$ cat src/rtl/regfile_mp.sv
// Multi-ported register file: 2 combinational read ports, 1 write port, and a busy scoreboard.
// After reset, a sweep zeroes every entry. Define REGFILE_MP_BYPASS_EN to forward write data to the read ports.
module regfile_mp #(
  parameter int DATA_W   = 32,
  parameter int ADDR_W   = 5,
  parameter int ZERO_REG = 1
) (
  input  logic              clk,
  input  logic              rst,
  output logic              ready,
  input  logic [ADDR_W-1:0] ra1,
  input  logic [ADDR_W-1:0] ra2,
  output logic [DATA_W-1:0] rd1,
  output logic [DATA_W-1:0] rd2,
  output logic              busy1,
  output logic              busy2,
  input  logic              we,
  input  logic [ADDR_W-1:0] wa,
  input  logic [DATA_W-1:0] wd,
  input  logic              bset,
  input  logic [ADDR_W-1:0] ba
);

  localparam int DEPTH = 2 ** ADDR_W;

  typedef enum logic {
    CLEAR,
    RUN
  } state_e;

  state_e            state_q;
  logic [ADDR_W-1:0] cnt_q;
  logic              ready_q;
  logic [DEPTH-1:0]  busy_q;
  logic [DEPTH-1:0]  busy_d;
  logic [DATA_W-1:0] mem_q [DEPTH];

  logic run;
  logic wrOk;
  logic setOk;

  assign run   = (state_q == RUN) && !rst;
  assign wrOk  = run && we && ((ZERO_REG == 0) || (wa != '0));
  assign setOk = run && bset && ((ZERO_REG == 0) || (ba != '0));

  // A set on the same entry as a write is applied last, so it wins.
  always_comb begin
    busy_d = busy_q;
    if (wrOk) busy_d[wa] = 1'b0;
    if (setOk) busy_d[ba] = 1'b1;
  end

  always_ff @(posedge clk) begin
    if (rst) begin
      state_q <= CLEAR;
      cnt_q   <= '0;
      ready_q <= 1'b0;
      busy_q  <= '0;
    end else begin
      case (state_q)
        CLEAR: begin
          cnt_q <= cnt_q + 1'b1;
          if (cnt_q == {ADDR_W{1'b1}}) begin
            state_q <= RUN;
            ready_q <= 1'b1;
          end
        end
        RUN: busy_q <= busy_d;
        default: state_q <= CLEAR;
      endcase
    end
  end

  // Data storage has no reset; the sweep zeroes it one entry per cycle.
  always_ff @(posedge clk) begin
    if (!rst) begin
      if (state_q == CLEAR) begin
        mem_q[cnt_q] <= '0;
      end else if (wrOk) begin
        mem_q[wa] <= wd;
      end
    end
  end

  always_comb begin
    rd1 = mem_q[ra1];
    rd2 = mem_q[ra2];
`ifdef REGFILE_MP_BYPASS_EN
    if (wrOk && (wa == ra1)) rd1 = wd;
    if (wrOk && (wa == ra2)) rd2 = wd;
`endif
    if ((ZERO_REG != 0) && (ra1 == '0)) rd1 = '0;
    if ((ZERO_REG != 0) && (ra2 == '0)) rd2 = '0;
    if (!run) begin
      rd1 = '0;
      rd2 = '0;
    end
  end

  assign busy1 = run && busy_q[ra1];
  assign busy2 = run && busy_q[ra2];
  assign ready = ready_q && !rst;

endmodule

$ cat config.mk
export PLATFORM = sky130hd
export DESIGN_NAME = regfile_mp
export DESIGN_NICKNAME = d
export VERILOG_FILES = /design/src/rtl/regfile_mp.sv
export SDC_FILE = /design/constraint.sdc
export NUM_CORES = 1
export LEC_CHECK = 0
export CAP_MARGIN = 10
export CORE_MARGIN = 4
export CORE_UTILIZATION = 41
export DETAILED_ROUTE_END_ITERATION = 16
export PLACE_DENSITY = 0.57
export SLEW_MARGIN = 20
export SYNTH_ARGS = -nofsm -noshare
export SYNTH_HDL_FRONTEND = slang
export SYNTH_SLANG_ARGS = --single-unit
$ cat constraint.sdc
create_clock -name clk -period 4.3 [get_ports clk]
set_input_delay 0.86 -clock clk [delete_from_list [all_inputs] [get_ports clk]]
set_output_delay 0.86 -clock clk [all_outputs]
set_load 0.005 [all_outputs]
Word level (Yosys, flattened, before mapping):

Memory sizes are Yosys's and may differ from the RTL's.
Cells that the tools add are included.

* bits in writable memories: 1024
* word-level logic and storage cells: 60
* memories kept: 1
* output and inout port bits: 67
* flip-flop bits (word level): 39
* bits of input ports: 56

Memories
* mem_q: depth 32, bits a word 32, read ports 2, clocked after memory_dff 0, wr ports 1, RTL line 36 `logic [DATA_W-1:0] mem_q [DEPTH];`

* add/sub/neg operators: 1
* $lt $le $gt $ge: 6
* reductions and logical operators: 17
* bitwise gates (word level): 4
* eq/ne operators: 1
* multiplexer cells: 26

Operators by type and width (count)
* two-way mux 32 bit: 7
* bitwise AND 32 bit: 1
* NOT 32 bit: 1
* OR 32 bit: 1
* OR reduction 32 bit: 1
* less-than comparator 5 x 6 -> 1 bit (second input constant): 4
* two-way mux 1 bit: 14
* binary-select mux 1 bit (select 5 bit): 2
* demux 1 bit (select 5 bit): 2
* >= comparator 5 x 1 -> 1 bit (second input constant): 2
* logical AND 1 bit: 10
* logical NOT 5 bit: 2
* nonzero test 5 bit: 2
* adder 5 x 1 -> 5 bit (second input constant): 1
* == test 5 bit (second input constant): 1
* two-way mux 5 bit: 1
* AND reduction 2 bit: 1
* logical NOT 1 bit: 1
* NOT 1 bit: 1

Depth between registers and ports, before layout:

* depth after elaboration: 10
* depth in mapped cells: 7
* gate-level depth less buffers: 5

Worst setup path after synthesis:

Ideal clock, no wire load.

* path type: in2reg
* from: in wa[2]
* to: mem mem_q[16][0], enable pin
* stages on the path: 6
* slack: -0.378 ns
* arrival: 4.217 ns
* cell sequence: clkbuf_1 > nor3_1 > a21o_1 > buf_6 > mux2_2 > nor3_1

* cells in the longest elaborated chain, start to end: 8

Ends and longest elaborated chain
* start: declaration: RTL line 18 `input logic [ADDR_W-1:0] wa,`
* nonzero test 5 bit: RTL line 43 `assign wrOk = run && we && ((ZERO_REG == 0) || (wa != '0));`
* logical AND 1 bit: RTL line 43
* two-way mux 1 bit: RTL line 79 `end else if (wrOk) begin`
* two-way mux 1 bit: RTL line 77 `if (state_q == CLEAR) begin`
* two-way mux 1 bit: RTL line 76 `if (!rst) begin`
* two-way mux 1 bit (not written as such): RTL line 80 `mem_q[wa] <= wd;`
* OR reduction 32 bit (no line)
* two-way mux 5 bit (no line) or two-way mux 1 bit (tied branches)
* end: declaration: RTL line 36

Several ways; a longest one is shown, not always the timed one.

Final worst setup path:

* from: in rst
* to: out rd1[15]

* cells in the longest elaborated chain, start to end: 3

Ends and longest elaborated chain
* start: declaration: RTL line 9 `input logic rst,`
* logical NOT 1 bit: RTL line 42 `assign run = (state_q == RUN) && !rst;`
* logical AND 1 bit: RTL line 42
* two-way mux 32 bit: RTL line 94 `if (!run) begin`
* end: declaration: RTL line 13 `output logic [DATA_W-1:0] rd1,`

No other way between the ends.

==> flow_metrics.tcl <==
set metrics [dict create \
    flip_flop_and_latch_count_after_synthesis 1063 \
    worstReg2RegEnd "mem_q[16][4]$_DFFE_PP_" \
    power.total_mw 22.4 \
    synth.avg_cell_area_um2 20.2 \
    path_common_cell "clkdlybuf4s50_1" \
    setup_viol_count_final 0 \
    r2r_start "state_q$_SDFF_PP0_" \
    dp.final_hpwl_mm 87.8 \
    period_needed_ns 4.25 \
    standby_leakage_power_nw 17.7 \
    cp-end-kind "primary output" \
    power_per_cell_area_nw_per_um2 381 \
    synth_top_flop_cell "edfxtp_1" \
    netlist_instances 2465 \
    n_fill_cell 9798 \
    timing.setup.tns_ns 0 \
    finalNetCount 2783 \
    tightest_slew_ns 1.09 \
    antenna_cells 0 \
    critical_path_arrival_ns 3.39 \
    rsz0062_at_grt "false" \
    min_from "ready_q$_SDFFE_PP0P_" \
    worstSetupPathType "in -> out" \
    vias_in_the_first_global_route 29700 \
    reg2reg_slack_ns 1.54 \
    design.core.area_um2 120000 \
    gr-usage-all-layers_pct 23.7 \
    first_pass_grt_wire_length_mm 215 \
    routabilityCongestion 0.848 \
    chipWidth_um 356 \
    grt_antenna_before_repair 0 \
    ctsHoldBuffers 0 \
    drv_slew 0 \
    drt_pre_antenna_iters 7 \
    numPortBuffers 122 \
    met2RoutedLength_mm 78.5 \
    floorplan.io_pins 123 \
    area_occupied_by_multi_input_gates_um2 17600 \
    synth-seq-area-share_pct 63.3 \
    min_path_type "reg -> reg" \
    clock_edge_transition_at_the_registers_on_the_reported_setup_and_hold_paths_ns 0.06 \
    cts_root_buf "clkbuf_16" \
    area_delta_synth_final_pct 18.1 \
    floorplan.initialDensity_pct 41.4 \
    crit_path_slowest_cell "or4_2" \
    violation_count_after_the_first_detailed_routing_iteration 2406 \
    worst_hold_path_depth 2 \
    syn_area_um2 49800 \
    vias_per_cell 6.24 \
    max-slew-margin-rel_pct 27.2 \
    num_cts_buffers 113 \
    die_area_um2 127000 \
    synthArstFlopShare_pct 0 \
    period_share_pct 98.9 \
    globalRoute.totalOverflow 0 \
    max_freq_mhz 235 \
    clock_tree.buffer_depth 3 \
    rows 127 \
    synth.lib_cells_used.distinct 46 \
    synthesis.nets 2523 \
    insertion_delay_ns 0.70 \
    critical-path-max-stage-delay_ns 0.67 \
    cts_post_setup_buffers_inserted 0 \
    cap_violations 0 \
    clock-skew-final_ns 0.0253 \
    drt_wl_total_mm 150 \
    total_met3_wirelength_after_detailed_routing_mm 9.09 \
    status "completed" \
    worst_ep_required_time_ns 3.44 \
    seq_area_um2 31500 \
    route.vias.total 27600 \
    drc_errors 0 \
    final-hold-violation-count 0 \
    ff2ff_path_depth 7 \
    synth-edff-count 1024 \
    dr.max_layer_used "met4" \
    vdd_ir_drop_max_v 0.000345 \
    detail-route-antenna-nets 0 \
    grt_start_max_net_pins 47 \
    yosys_warnings 0 \
    crit_path_cell_trace "clkdlybuf4s50_1 > nand2b_1 > or4_2 > buf_12 > o22a_1 > o221ai_1 > clkdlybuf4s50_1" \
    wl_met1_mm 58.3 \
    cts_tree "yes" \
    worstSetupStartpointType "primary input" \
    detail_route.wl_per_cell_um 34.0 \
    die_h_um 356 \
    hold_end "ready_q$_SDFFE_PP0P_" \
    crit_path_max_fanout 32 \
    share_of_layout_cells_above_drive_strength_1_pct 34.2 \
    clock_sinks 1063 \
    clock_tree.htree_level_count 3 \
]
-- worst max-delay path: cells and delay by family --
family	cells	cell delay (ns)
AOI/OAI and AO/OA	2	0.31
buffers and inverters	3	1.25
and+or+nand+nor	2	0.88
-- cell usage in the layout (no fill, tap or decap), types with 12 or more instances in the layout --
cell and instances:
o21ai_0 33, clkinv_1 18, o22a_1 64, mux4_2 526
nor3_4 27, clkdlybuf4s50_1 109, and2_1 32, nand2_1 31
clkinv_2 25, clkbuf_1 27, o221ai_1 66, buf_4 137
clkbuf_16 117, nor2b_1 12, nor2_1 26, edfxtp_1 1024
a21oi_1 28, mux2i_1 270, bufinv_16 13, buf_12 85
dfxtp_1 39
-- timing repair --
| item | in CTS | in global routing |
|---|---|---|
| setup endpoints to repair | 1 | 7 |
| gates resized for setup | 1 | 5 |
| gates cloned | 0 | 1 |
| endpoints found under the hold margin | 0 | 0 |
-- worst max-delay path by stage --
stage,start,end,cells after the start
after floorplan,wa[2],mem_q[16][0]$_DFFE_PP_,6
after global placement,rst,rd2[9],7
after detailed placement,rst,rd2[9],7
after CTS,rst,rd2[7],7
after global routing,rst,rd1[24],7
final,rst,rd1[15],7
-- synthesized netlist by cell type, types with 33 or more instances --
cell | count | area (um^2)
and2_1 | 33 | 206
o22a_1 | 64 | 561
buf_4 | 44 | 330
mux2i_1 | 271 | 2710
edfxtp_1 | 1024 | 30700
o21ai_0 | 33 | 165
clkbuf_1 | 63 | 236
nor3_1 | 40 | 200
buf_2 | 67 | 335
mux4_2 | 526 | 11800
dfxtp_1 | 39 | 781
o221ai_1 | 66 | 578
-- cells by family after synthesis --
group	synth area share [%]
DFF	63.3
adders and majority gates	0.0503
muxes	29.3
buffers and inverters	2.05
xor gates and xnor gates	0.0528
and+or+nand+nor	2.07
AOI/OAI and AO/OA	3.11
-- flip-flops by register name (all words and copies together) (netlist names) --
signal,cells
busy_q,32
cnt_q,5
ready_q,1
state_q,1
mem_q,1024
-- per-stage QoR --
step	setup WS (ns)	instances	util (%)	area, um^2	hold WS, ns
2_1_floorplan	-0.378	2465	-	49900	0.429
4_1_cts	0.0811	4427	48.8	58700	0.476
3_3_place_gp	-0.0363	4221	45.8	55100	0.455
6_report	0.0471	4428	48.9	58800	0.479
5_1_grt	0.00992	4428	48.9	58800	0.498
3_5_place_dp	-0.0522	4221	45.8	55100	0.460
-- layout make-up --
cell class	instances	share of cell area, %
repair buffers	341	6.74
clock buffers	143	5.11
multi-input cells	1204	30.0
well taps	1612	3.43
clock inverters	63	1.10
inverters	2	0.0128
flip-flops and latches	1063	53.6
-- report_power, final --
part | total (mW) | internal, mW | switching [mW] | leakage (nW)
registers | 11.3 | 11.3 | 0.0309 | 8.41
logic | 1.43 | 0.673 | 0.756 | 7.54
clock network | 9.70 | 5.69 | 4.01 | 1.80
-- layer usage --
layer	global-route usage (%)	up-vias
li1	-	11300
met1	30.7	15100
met2	41.6	1003
met3	3.23	227
met4	7.20	0
met5	0	-
(Power assumes the default switching activity.)
